==> config.mk <==
export PLATFORM = sky130hd
export DESIGN_NAME = tl_ul_arbiter_2to1
export DESIGN_NICKNAME = d
export VERILOG_FILES = /design/src/rtl/tl_ul_arbiter_2to1.sv
export SDC_FILE = /design/constraint.sdc
export NUM_CORES = 1
export LEC_CHECK = 0
export CORE_AREA = 2 2 153 155
export CTS_BUF_LIST = sky130_fd_sc_hd__clkbuf_16
export DETAILED_ROUTE_END_ITERATION = 16
export DIE_AREA = 0 0 155 157
export PLACE_DENSITY = 0.61
export SYNTH_ARGS = -nofsm -noshare
export SYNTH_HDL_FRONTEND = slang
export SYNTH_SLANG_ARGS = --single-unit
==> constraint.sdc <==
create_clock -name clock -period 10.38 [get_ports clock]
set_input_delay 1.557 -clock clock [delete_from_list [all_inputs] [get_ports clock]]
set_output_delay 1.557 -clock clock [all_outputs]
set_load 0.05 [all_outputs]
==> src/rtl/tl_ul_arbiter_2to1.sv <==
// tl_ul_arbiter_2to1
//   Shares one TileLink-UL master port between two client ports.
//   A channel: round-robin between clients, grant held for multi-beat Put
//   messages, master source = {client index, client source}.
//   D channel: responses steered back by the top source bit.
//   Outstanding messages are counted per client and capped at MAX_OUTST.
// Ports:
//   clock, reset_n          clock, asynchronous active-low reset
//   c0_a_* / c1_a_*         client A channels (ready is an output)
//   c0_d_* / c1_d_*         client D channels (ready is an input)
//   m_a_* / m_d_*           shared master A / D channels
//   proto_err               sticky: D response for a client with nothing outstanding
//   busy                    messages outstanding or A burst in progress
module tl_ul_arbiter_2to1 #(
    parameter int SRC_W     = 3,
    parameter int ADDR_W    = 31,
    parameter int MAX_OUTST = 4
) (
    input  logic              clock,
    input  logic              reset_n,
    // client 0 A
    input  logic              c0_a_valid,
    output logic              c0_a_ready,
    input  logic [2:0]        c0_a_opcode,
    input  logic [2:0]        c0_a_param,
    input  logic [2:0]        c0_a_size,
    input  logic [SRC_W-1:0]  c0_a_source,
    input  logic [ADDR_W-1:0] c0_a_address,
    input  logic [3:0]        c0_a_mask,
    input  logic [31:0]       c0_a_data,
    // client 0 D
    output logic              c0_d_valid,
    input  logic              c0_d_ready,
    output logic [2:0]        c0_d_opcode,
    output logic [2:0]        c0_d_size,
    output logic [1:0]        c0_d_param,
    output logic [SRC_W-1:0]  c0_d_source,
    output logic              c0_d_denied,
    output logic              c0_d_corrupt,
    output logic [31:0]       c0_d_data,
    // client 1 A
    input  logic              c1_a_valid,
    output logic              c1_a_ready,
    input  logic [2:0]        c1_a_opcode,
    input  logic [2:0]        c1_a_param,
    input  logic [2:0]        c1_a_size,
    input  logic [SRC_W-1:0]  c1_a_source,
    input  logic [ADDR_W-1:0] c1_a_address,
    input  logic [3:0]        c1_a_mask,
    input  logic [31:0]       c1_a_data,
    // client 1 D
    output logic              c1_d_valid,
    input  logic              c1_d_ready,
    output logic [2:0]        c1_d_opcode,
    output logic [2:0]        c1_d_size,
    output logic [1:0]        c1_d_param,
    output logic [SRC_W-1:0]  c1_d_source,
    output logic              c1_d_denied,
    output logic              c1_d_corrupt,
    output logic [31:0]       c1_d_data,
    // master A
    output logic              m_a_valid,
    input  logic              m_a_ready,
    output logic [2:0]        m_a_opcode,
    output logic [2:0]        m_a_param,
    output logic [2:0]        m_a_size,
    output logic [SRC_W:0]    m_a_source,
    output logic [ADDR_W-1:0] m_a_address,
    output logic [3:0]        m_a_mask,
    output logic [31:0]       m_a_data,
    // master D
    input  logic              m_d_valid,
    output logic              m_d_ready,
    input  logic [2:0]        m_d_opcode,
    input  logic [2:0]        m_d_size,
    input  logic [1:0]        m_d_param,
    input  logic [SRC_W:0]    m_d_source,
    input  logic              m_d_denied,
    input  logic              m_d_corrupt,
    input  logic [31:0]       m_d_data,
    // status
    output logic              proto_err,
    output logic              busy
);

    localparam logic [2:0] MAX_CNT = 3'(MAX_OUTST);

    typedef enum logic {ST_IDLE, ST_BURST} state_e;

    state_e     state_q, state_d;
    logic       lock_q, lock_d;        // client owning the current burst
    logic       rr_q, rr_d;            // preferred client when both are eligible
    logic [5:0] a_beat_q, a_beat_d;    // A beats still to come in the burst
    logic [5:0] d_beat_q, d_beat_d;    // D beats still to come; 0 = next beat is a first beat
    logic [2:0] outst_q [2];
    logic [2:0] outst_d [2];
    logic       proto_err_q, proto_err_d;
    logic [1:0] cnt_err;

    logic       elig0, elig1, gnt, gnt_act, a_fire, a_last;
    logic       d_tag, d_fire, d_last;
    logic [5:0] a_beats, d_beats;

    // 2^(size-2) beats for sizes above one 32-bit word, else a single beat
    function automatic logic [5:0] beats_of(input logic [2:0] size);
        logic [5:0] r;
        r = 6'd1;
        if (size > 3'd2) begin
            r = 6'd1 << (size - 3'd2);
        end
        return r;
    endfunction

    // ---------------- A channel arbitration ----------------
    always_comb begin
        elig0 = c0_a_valid && (outst_q[0] < MAX_CNT);
        elig1 = c1_a_valid && (outst_q[1] < MAX_CNT);
        if (state_q == ST_BURST) begin
            // grant is pinned to the burst owner, limits are not re-checked
            gnt     = lock_q;
            gnt_act = 1'b1;
        end else begin
            gnt     = (elig0 && elig1) ? rr_q : elig1;
            gnt_act = elig0 || elig1;
        end
    end

    assign m_a_valid   = gnt_act && (gnt ? c1_a_valid : c0_a_valid);
    assign c0_a_ready  = gnt_act && !gnt && m_a_ready;
    assign c1_a_ready  = gnt_act &&  gnt && m_a_ready;
    assign m_a_opcode  = gnt ? c1_a_opcode  : c0_a_opcode;
    assign m_a_param   = gnt ? c1_a_param   : c0_a_param;
    assign m_a_size    = gnt ? c1_a_size    : c0_a_size;
    assign m_a_source  = {gnt, (gnt ? c1_a_source : c0_a_source)};
    assign m_a_address = gnt ? c1_a_address : c0_a_address;
    assign m_a_mask    = gnt ? c1_a_mask    : c0_a_mask;
    assign m_a_data    = gnt ? c1_a_data    : c0_a_data;

    assign a_fire  = m_a_valid && m_a_ready;
    // only PutFullData(0) / PutPartialData(1) carry multiple A beats
    assign a_beats = (m_a_opcode == 3'd0 || m_a_opcode == 3'd1) ? beats_of(m_a_size) : 6'd1;
    assign a_last  = a_fire && ((state_q == ST_BURST) ? (a_beat_q == 6'd1) : (a_beats == 6'd1));

    always_comb begin
        state_d  = state_q;
        lock_d   = lock_q;
        a_beat_d = a_beat_q;
        rr_d     = rr_q;
        if (a_fire) begin
            if (state_q == ST_IDLE) begin
                if (a_beats != 6'd1) begin
                    state_d  = ST_BURST;
                    lock_d   = gnt;
                    a_beat_d = a_beats - 6'd1;
                end
            end else begin
                a_beat_d = a_beat_q - 6'd1;
                if (a_beat_q == 6'd1) begin
                    state_d = ST_IDLE;
                end
            end
        end
        if (a_last) begin
            rr_d = ~gnt;
        end
    end

    // ---------------- D channel routing ----------------
    assign d_tag        = m_d_source[SRC_W];
    assign c0_d_valid   = m_d_valid && !d_tag;
    assign c1_d_valid   = m_d_valid &&  d_tag;
    assign m_d_ready    = d_tag ? c1_d_ready : c0_d_ready;
    assign c0_d_opcode  = m_d_opcode;
    assign c1_d_opcode  = m_d_opcode;
    assign c0_d_size    = m_d_size;
    assign c1_d_size    = m_d_size;
    assign c0_d_param   = m_d_param;
    assign c1_d_param   = m_d_param;
    assign c0_d_source  = m_d_source[SRC_W-1:0];
    assign c1_d_source  = m_d_source[SRC_W-1:0];
    assign c0_d_denied  = m_d_denied;
    assign c1_d_denied  = m_d_denied;
    assign c0_d_corrupt = m_d_corrupt;
    assign c1_d_corrupt = m_d_corrupt;
    assign c0_d_data    = m_d_data;
    assign c1_d_data    = m_d_data;

    assign d_fire  = m_d_valid && m_d_ready;
    // only AccessAckData(1) carries multiple D beats
    assign d_beats = (m_d_opcode == 3'd1) ? beats_of(m_d_size) : 6'd1;
    assign d_last  = d_fire && ((d_beat_q == 6'd0) ? (d_beats == 6'd1) : (d_beat_q == 6'd1));

    always_comb begin
        d_beat_d = d_beat_q;
        if (d_fire) begin
            d_beat_d = (d_beat_q == 6'd0) ? (d_beats - 6'd1) : (d_beat_q - 6'd1);
        end
    end

    // ---------------- per-client outstanding counters ----------------
    generate
        for (genvar gi = 0; gi < 2; gi++) begin : gen_outst
            logic       inc, dec;
            logic [2:0] cnt_d;
            logic       err;
            always_comb begin
                inc   = a_last && (gnt == 1'(gi));
                dec   = d_last && (d_tag == 1'(gi));
                cnt_d = outst_q[gi];
                err   = dec && (outst_q[gi] == 3'd0);
                // a message leaving and one completing in the same cycle cancel out
                if (inc && !dec) begin
                    cnt_d = outst_q[gi] + 3'd1;
                end else if (dec && !inc && (outst_q[gi] != 3'd0)) begin
                    cnt_d = outst_q[gi] - 3'd1;
                end
            end
            assign outst_d[gi] = cnt_d;
            assign cnt_err[gi] = err;
        end
    endgenerate

    assign proto_err_d = proto_err_q || (|cnt_err);

    always_ff @(posedge clock or negedge reset_n) begin
        if (!reset_n) begin
            state_q     <= ST_IDLE;
            lock_q      <= 1'b0;
            rr_q        <= 1'b0;
            a_beat_q    <= 6'd0;
            d_beat_q    <= 6'd0;
            outst_q[0]  <= 3'd0;
            outst_q[1]  <= 3'd0;
            proto_err_q <= 1'b0;
        end else begin
            state_q     <= state_d;
            lock_q      <= lock_d;
            rr_q        <= rr_d;
            a_beat_q    <= a_beat_d;
            d_beat_q    <= d_beat_d;
            outst_q[0]  <= outst_d[0];
            outst_q[1]  <= outst_d[1];
            proto_err_q <= proto_err_d;
        end
    end

    assign proto_err = proto_err_q;
    assign busy      = (outst_q[0] != 3'd0) || (outst_q[1] != 3'd0) || (state_q == ST_BURST);

endmodule
==> results.toml, run 1 <==
[outcome]
status = "finished, final reports clean"

[layout]
final_net_count = 951
seqCellArea_um2 = 551
syn_to_final_growth_pct = 66.6
final_core_util_pct = 26.6
drive_gt1_share_pct = 4.54
antenna_cells = 0
postLayoutCellArea_um2 = 5980
fillers = 2431
multiInputGateArea_um2 = 2180

[power_and_ir_drop]
p_int_w = 0.000668
seqPwrFrac_pct = 11.1
p_switching_w = 0.00103
cellLeakagePower_nw = 2.58
p_per_area_nw_per_um2 = 284
power.share.clock_pct = 6.4
irDropWorstVdd_v = 0.000131
p_comb_share_pct = 82.6
switching_share_pct = 60.7

[worst_setup_path]
critPathKind = "input pin to primary output"
cpPeakStageDelay_ns = 0.72
r2r_setup_slack_ns = 5.39
critPathMostFrequentCell = "clkdlybuf4s50_1"
worstSetupEndpointType = "primary output"
r2r_start = "state_q$_DFFE_PN0P_"
arrival_ns = 5.16
r2r-end = "outst_q[5]$_DFFE_PN0P_"
crit_path_start_kind = "input pin"
worst_path_max_delay_cell = "clkdlybuf4s50_1"
critical_path_required_ns = 8.82
reg2reg_depth = 16
path_cells = "clkdlybuf4s50_1, nor3b_4, nor3_4, a21oi_4, buf_4, inv_4, mux2i_1, inv_1, clkdlybuf4s50_1"
critPathMaxFanout = 91

[synth]
synth_top_area_share_pct = 25.9
synth_top_cell_by_area = "nand2_1"
ys_seq_elements = 22
synth_warnings = 0
synth_area_leaders = "nand2_1, buf_4, dfrtp_1"
synth_edf_count = 0
syn_area_per_cell_um2 = 6.38
yosysUniqueCellTypes = 71
synth_common_cells = "nand2_1, buf_4, dfrtp_1"
synth_area_um2 = 3590
seq_area_frac_synth_pct = 15.3
synth_ff_type = "dfrtp_1"
synth_cells = 563
async_flop_share_pct = 100
syn_nets = 786
synth.most_common_cell = "nand2_1"

[sta]
min_period_over_period_pct = 64.7
rsz0062_at_grt = "false"
finalSetupViolations = 0
period_minus_slack_ns = 6.72
fmax_ghz = 0.149
final.setup.tns_ns = 0
slew_violations = 0
relSlewSlack_pct = 27.6
timing_hold_violations_final = 0
tightest_slew_ns = 1.08
fin_skew_ns = 0.00165

[routing]
vias_per_cell = 4.00
final_antenna_net_count = 0
wl_per_cell_um = 15.9
initialDrtViolationCount = 222
drc = 0
first_pass_iters = 6
vias = 4051
wirelength_um = 16100

[grt]
grt_antenna_before_repair = 0
grt_max_degree = 92
grt_use_met1_pct = 15.1
grt_use_total_pct = 11.9
grt_most_used_layer = "met2"
overflow = 0
grt_util_met3_pct = 3.58
grt_pass1_wl_um = 22600
gr-usage-met2_pct = 19.7
grt_pass1_vias = 3837

[die]
ioPinCount = 390
core_um2 = 22500
start_util_pct = 16.0
fp-row-count = 55
chipWidth_um = 155
die_area_um2 = 24300
dieHeight_um = 157

[cts]
cts_made_buffers = 3
cts.repair.resized = 0
cts_buffer_depth = 2
cts_hold_buf = 0
tritoncts = "done"
clock_latency_ns = 0.25
cts_root_buf = "clkbuf_16"
h-tree-depth = 1
post_cts.repair.setup_buffers = 0
clkSinkCount = 22
cts.clk_slew.worst_paths_ns = 0.06

[placement]
gp_congestion = 0.752
dpl.hpwl_um = 13500
post_dp_cell_area_um2 = 5880
port-buffer-count = 272

[worst_hold_path]
hold_path.class = "flip-flop to flip-flop"
min_path_cells = 1
hold_end = "proto_err$_DFF_PN0_"
hold_path.startpoint = "proto_err$_DFF_PN0_"

[run]
cap_violations = 0
layout make-up:
type	count	share of cell area (%)
inverter	17	1.11
tap	285	5.96
timing repair buffer	273	45.6
clock inverter	1	0.502
sequential	22	9.20
multi-input combinational	411	36.4
clock buffer	3	1.25
worst max path at each step:
stage | slack (ns) | from | to
2_1_floorplan | 5.15 | c0_a_valid | c0_a_ready
3_3_place_gp | 3.62 | c0_a_valid | m_a_size[1]
3_5_place_dp | 3.58 | c0_a_valid | m_a_size[1]
4_1_cts | 3.57 | c0_a_valid | m_a_size[1]
5_1_grt | 3.36 | c0_a_valid | m_a_size[1]
6_report | 3.66 | c0_a_valid | m_a_size[1]
power by group through the flow:
stage | logic [W] | clock network (W) | registers (W)
floorplan | 0.00104 | 0 | 0.000174
global placement | 0.00141 | 0 | 0.000189
detailed placement | 0.00141 | 0 | 0.000189
CTS | 0.00142 | 0.000111 | 0.000188
global route | 0.00150 | 0.000116 | 0.000197
finish | 0.00140 | 0.000108 | 0.000188
layer usage:
metal  vias up  routed length, um
met5         -                  0
met4         0                329
met3        37               1480
met2       155               7570
met1      1789               6730
li1       2070                  -
cell usage in the layout, fill, tap and decap left out, drive strengths merged, types with 2 or more instances in the layout:
cell / instances
a211oi: 3
a21o: 4
a21oi: 17
a221oi: 2
a31oi: 3
and3: 3
clkbuf: 3
clkdlybuf4s50: 272
dfrtp: 22
fa: 2
ha: 9
inv: 17
mux2: 4
mux2i: 4
nand2: 249
nand2b: 7
nand3: 5
nand4: 4
nor2: 20
nor2b: 4
nor3: 9
nor3b: 2
nor4: 3
nor4b: 3
o211ai: 5
o21a: 2
o21ai: 18
o31ai: 3
or2: 2
or3: 4
or3b: 2
xnor2: 2
xor2: 3
worst max-delay path, delay by kind of cell:
family / cells / cell delay [ns]
AOI/OAI and AO/OA: 1 / 0.14
muxes: 1 / 0.51
buffers and inverters: 5 / 2.51
and+or+nand+nor: 2 / 0.34
logic make-up after synthesis:
kind of cell / Yosys count / synth area share (%)
xor gates and xnor gates: 5 / 1.22
DFF: 22 / 15.3
adders and majority gates: 11 / 4.25
AOI/OAI and AO/OA: 66 / 12.8
and+or+nand+nor: 321 / 39.5
buffers and inverters: 130 / 24.1
muxes: 8 / 2.82
through the flow:
stage | setup WS [ns] | std cells | total power [W] | hold slack, ns
final | 3.66 | 1012 | 0.00170 | 0.488
after floorplan | 5.15 | 563 | 0.00121 | 0.494
after detailed placement | 3.58 | 1008 | 0.00160 | 0.482
after global routing | 3.36 | 1012 | 0.00182 | 0.516
after global placement | 3.62 | 1008 | 0.00160 | 0.454
after CTS | 3.57 | 1012 | 0.00172 | 0.501
registers in the layout, indices dropped and copies added, names as in the netlist:
signal	count
lock_q	1
rr_q	1
d_beat_q	6
a_beat_q	6
outst_q	6
state_q	1
proto_err	1
Power figures use the tool's default switching activity.
==> inputs of run 2 (changes only) <==
==> constraint.sdc (replaced) <==
create_clock -name clock -period 7 [get_ports clock]
set_input_delay 1.05 -clock clock [delete_from_list [all_inputs] [get_ports clock]]
set_output_delay 1.05 -clock clock [all_outputs]
set_load 0.05 [all_outputs]
==> results.toml, run 2 (synthesized netlist as in run 1, its figures left out) <==
[sta]
fin_skew_ns = 0.00637
tightest_slew_ns = 1.03
finalSetupViolations = 0
relSlewSlack_pct = 31.4
timing_hold_violations_final = 0
min_period_over_period_pct = 75.0
final.setup.tns_ns = 0
rsz0062_at_grt = "false"
slew_violations = 0
fmax_ghz = 0.190
period_minus_slack_ns = 5.25

[layout]
layout.cells.most_common = "clkdlybuf4s50_1"
mostFrequentLayoutCells = "clkdlybuf4s50_1, nand2_1, dfrtp_1"
drive_gt1_share_pct = 4.54
seqCellArea_um2 = 551
multiInputGateArea_um2 = 2180
antenna_cells = 0
final_net_count = 951
largestRegisters = "a_beat_q x6, d_beat_q x6, outst_q x6"
syn_to_final_growth_pct = 66.6
fillers = 2463

[cts]
h-tree-depth = 1
post_cts.repair.setup_buffers = 0
cts.repair.resized = 0
clkSinkCount = 22
clock_latency_ns = 0.26
cts_root_buf = "clkbuf_16"
tritoncts = "done"
cts_hold_buf = 0
cts.clk_slew.worst_paths_ns = 0.06
cts_made_buffers = 3
cts_buffer_depth = 2

[routing]
vias_per_cell = 3.97
initialDrtViolationCount = 196
wirelength_um = 15800
final_antenna_net_count = 0
first_pass_iters = 4
drc = 0
wl_per_cell_um = 15.6
vias = 4020

[die]
fp-row-count = 55
start_util_pct = 16.0
die_area_um2 = 24300
ioPinCount = 390
dieHeight_um = 157
core_um2 = 22500
chipWidth_um = 155

[grt]
grt_pass1_wl_um = 21900
grt_use_total_pct = 11.6
grt_max_degree = 92
grt_antenna_before_repair = 0
overflow = 0
grt_pass1_vias = 3749

[power_and_ir_drop]
irDropWorstVdd_v = 0.000206
p_switching_w = 0.00153
p_int_w = 0.000989
p_comb_share_pct = 82.5
fin_total_pwr_w = 0.00252
seqPwrFrac_pct = 11.2
p_per_area_nw_per_um2 = 422
switching_share_pct = 60.8
power.share.clock_pct = 6.4
cellLeakagePower_nw = 2.58

[worst_setup_path]
path_cells = "clkdlybuf4s50_1, nor3b_4, nor3_4, a21oi_4, inv_4, nor4_1, a31oi_1, ha_1, or3b_1, mux2i_4, o21bai_2, or3_4, fa_1, inv_1, o2111ai_1, o21ai_2, xnor2_1"
r2r-end = "outst_q[5]$_DFFE_PN0P_"
critPathMaxFanout = 91
r2r_setup_slack_ns = 2.43
cpPeakStageDelay_ns = 0.67
worstSetupEndpointType = "flip-flop"
critPathKind = "input pin to flip-flop"
arrival_ns = 5.44
cp_top_family = "simple AND/OR/NAND/NOR gates"
r2r_start = "state_q$_DFFE_PN0P_"
crit_path_start_kind = "input pin"
cp_num_buf_inv = 3
critical_path_required_ns = 7.18
worst_path_max_delay_cell = "inv_4"
reg2reg_depth = 15

[worst_hold_path]
min_path_cells = 1
hold_path.startpoint = "proto_err$_DFF_PN0_"
hold_path.class = "flip-flop to flip-flop"
hold_end = "proto_err$_DFF_PN0_"

[placement]
gp_congestion = 0.777
dpl.hpwl_um = 13300
port-buffer-count = 272

[run]
cap_violations = 0

[outcome]
status = "finished, final reports clean"
[run 2: cell counts in the layout (fill, tap and decap cells not counted)]
Identical to the previous run, type by type.
[run 2: worst max path at each step]
| stage | startpoint | to | slack (ns) | depth (start not counted) |
|---|---|---|---|---|
| CTS | c0_a_valid | m_a_size[1] | 1.76 | 8 |
| detailed placement | c0_a_valid | outst_q[5]$_DFFE_PN0P_ | 1.51 | 17 |
| floorplan | c0_a_valid | outst_q[5]$_DFFE_PN0P_ | 2.47 | 18 |
| global route | c0_a_valid | outst_q[1]$_DFFE_PN0P_ | 1.44 | 16 |
| global placement | c0_a_valid | outst_q[5]$_DFFE_PN0P_ | 1.62 | 17 |
| finish | c0_a_valid | outst_q[5]$_DFFE_PN0P_ | 1.75 | 17 |
[run 2: layout make-up]
cell class,instances,share of cell area (%)
multi-input cells,411,36.4
repair buffers,273,45.6
well taps,285,5.96
flip-flops and latches,22,9.20
clock buffers,3,1.25
inverters,17,1.11
clock inverters,1,0.502
[run 2: metal layers]
metal	wire, um	vias up	global-route usage (%)	share of wire [%]
met2	7290	142	18.8	46
met4	387	0	3.53	2.5
met3	1430	42	3.72	9.1
met5	0	-	0	0
li1	-	2060	-	-
met1	6670	1776	14.7	42
[run 2: through the flow]
stage	setup WS (ns)	std cells	util, %	instance area (um^2)	hold slack, ns
floorplan	2.47	563	-	3590	0.494
global placement	1.62	1008	26.1	5880	0.452
detailed placement	1.51	1008	26.1	5880	0.457
CTS	1.76	1012	26.6	5980	0.472
global route	1.44	1012	26.6	5980	0.515
finish	1.75	1012	26.6	5980	0.469
[run 2: power groups by stage]
stage          clock (W)  combinational (W)  sequential, W
5_1_grt         0.000171            0.00223       0.000295
3_5_place_dp           0            0.00209       0.000281
3_3_place_gp           0            0.00209       0.000282
2_1_floorplan          0            0.00154       0.000258
6_report        0.000161            0.00208       0.000281
4_1_cts         0.000164            0.00210       0.000280
[run 2: worst register-to-register path: cells and delay by family, from the launching register on]
family / cells / cell delay [ns]
AND/OR/NAND/NOR: 4 / 1.47
flip-flops: 1 / 0.63
adder cells (fa/ha/maj): 2 / 0.59
buffers and inverters: 2 / 0.77
XOR/XNOR: 1 / 0.12
AO/OA/AOI/OAI: 5 / 0.71
multiplexers: 1 / 0.22
==> inputs of run 3 (changes only) <==
--- a/config.mk
+++ b/config.mk
@@ -5,11 +5,11 @@
 export SDC_FILE = /design/constraint.sdc
 export NUM_CORES = 1
 export LEC_CHECK = 0
-export CORE_AREA = 2 2 153 155
+export CORE_AREA = 2 2 152 154
 export CTS_BUF_LIST = sky130_fd_sc_hd__clkbuf_16
 export DETAILED_ROUTE_END_ITERATION = 16
-export DIE_AREA = 0 0 155 157
-export PLACE_DENSITY = 0.61
+export DIE_AREA = 0 0 154 156
+export PLACE_DENSITY = 0.63
 export SYNTH_ARGS = -nofsm -noshare
 export SYNTH_HDL_FRONTEND = slang
 export SYNTH_SLANG_ARGS = --single-unit
==> constraint.sdc (replaced) <==
create_clock -name clock -period 4.3 [get_ports clock]
set_input_delay 0.645 -clock clock [delete_from_list [all_inputs] [get_ports clock]]
set_output_delay 0.645 -clock clock [all_outputs]
set_load 0.05 [all_outputs]
==> results.toml, run 3 (synthesized netlist as in run 1, its figures left out) <==
[worst_setup_path]
critPathKind = "input pin to flip-flop"
critPathMaxFanout = 11
crit_path_start_kind = "input pin"
critical_path_required_ns = 4.48
arrival_ns = 4.14
worstSetupEndpointType = "flip-flop"
r2r_setup_slack_ns = 0.79

[cts]
clkSinkCount = 22
h-tree-depth = 1
cts.repair.resized = 0
tritoncts = "done"
post_cts.repair.setup_buffers = 0
cts_buffer_depth = 2
cts_hold_buf = 0
cts_made_buffers = 3
cts.clk_slew.worst_paths_ns = 0.06
cts_root_buf = "clkbuf_16"
clock_latency_ns = 0.25

[layout]
final_net_count = 962
mostFrequentLayoutCells = "nand2_1, clkdlybuf4s50_1, buf_4"
drive_gt1_share_pct = 16.8
largestRegisters = "a_beat_q x6, d_beat_q x6, outst_q x6"
layout.cells.most_common = "nand2_1"
fillers = 2439
antenna_cells = 0
stdcell_count = 1023
syn_to_final_growth_pct = 63.2

[routing]
first_pass_iters = 4
vias_per_cell = 3.99
wl_per_cell_um = 15.5
drc = 0
initialDrtViolationCount = 286
final_antenna_net_count = 0
vias = 4085
wirelength_um = 15800

[sta]
period_minus_slack_ns = 3.96
slew_violations = 0
min_period_over_period_pct = 92.1
tightest_slew_ns = 1.05
final.setup.tns_ns = 0
finalSetupViolations = 0
finalWorstSetupSlack_ns = 0.338
relSlewSlack_pct = 29.5
fmax_ghz = 0.252
fin_skew_ns = 0.00305
timing_hold_violations_final = 0
fin_hold_ws_ns = 0.466
rsz0062_at_grt = "false"

[run]
cap_violations = 0

[die]
dieHeight_um = 156
start_util_pct = 16.1
chipWidth_um = 154
core_um2 = 22400
fp-row-count = 55
die_area_um2 = 24000
ioPinCount = 390

[worst_hold_path]
hold_path.class = "flip-flop to flip-flop"

[grt]
grt_pass1_wl_um = 22200
grt_use_total_pct = 11.8
grt_antenna_before_repair = 0
grt_max_degree = 54
overflow = 0
grt_pass1_vias = 3779

[placement]
gp_congestion = 0.826
place_ws_ns = 0.0460
dpl.hpwl_um = 13700
port-buffer-count = 272
dp_cells = 1019

[outcome]
status = "finished, final reports clean"

[power_and_ir_drop]
fin_total_pwr_w = 0.00401
cellLeakagePower_nw = 2.71
p_per_area_nw_per_um2 = 684
irDropWorstVdd_v = 0.000370
==> run 3: metal layers <==
layer / global-route usage, % / vias up / wire [um]
met5: 0 / - / 0
met2: 19.9 / 170 / 7620
met3: 5.86 / 23 / 2060
li1: - / 2085 / -
met4: 2.36 / 0 / 182
met1: 13.5 / 1807 / 5980
==> run 3: metrics by stage <==
| stage | utilization (%) | instance area, um^2 |
|---|---|---|
| 2_1_floorplan | - | 3590 |
| 5_1_grt | 26.2 | 5860 |
| 4_1_cts | 26.2 | 5860 |
| 3_3_place_gp | 25.9 | 5780 |
| 6_report | 26.2 | 5860 |
| 3_5_place_dp | 25.9 | 5780 |
==> run 3: area by class of cell <==
type	instances	area, um^2	share of cell area, %
multi-input combinational	411	2180	37.1
sequential	22	551	9.39
tap	285	357	6.08
clock inverter	1	3.75	0.0640
timing repair buffer	284	2640	44.9
clock buffer	3	75.1	1.28
inverter	17	66.3	1.13
==> run 3: where the power goes <==
part | switching, W | internal, W | total (W) | leakage, nW
sequential | 0.000135 | 0.000307 | 0.000442 | 0.267
combinational | 0.00231 | 0.00105 | 0.00337 | 2.41
clock | 0.0000777 | 0.000124 | 0.000202 | 0.0385
==> run 3: worst max-delay path, stage by stage <==
cell,delay [ns]
clkdlybuf4s50_1,0.52
nor3b_4,0.25
nor3_4,0.08
a21oi_4,0.22
inv_4,0.10
a31oi_1,0.23
ha_1,0.21
or3b_1,0.39
mux2i_4,0.17
o21bai_2,0.13
or3_4,0.41
fa_1,0.36
inv_1,0.09
o2111ai_1,0.12
o21ai_2,0.09
xnor2_1,0.12
==> run 3: final timing paths <==
check                                       start                      end  cells past startpoint
max                                    c0_a_valid   outst_q[5]$_DFFE_PN0P_                     16
min                           proto_err$_DFF_PN0_      proto_err$_DFF_PN0_                      1
max reg2reg                outst_q[2]$_DFFE_PN0P_   outst_q[5]$_DFFE_PN0P_                     16
min reg2reg                   proto_err$_DFF_PN0_      proto_err$_DFF_PN0_                      1
max in group asynchronous                 reset_n  d_beat_q[4]$_DFFE_PN0P_                      1
min in group asynchronous                 reset_n      proto_err$_DFF_PN0_                      1
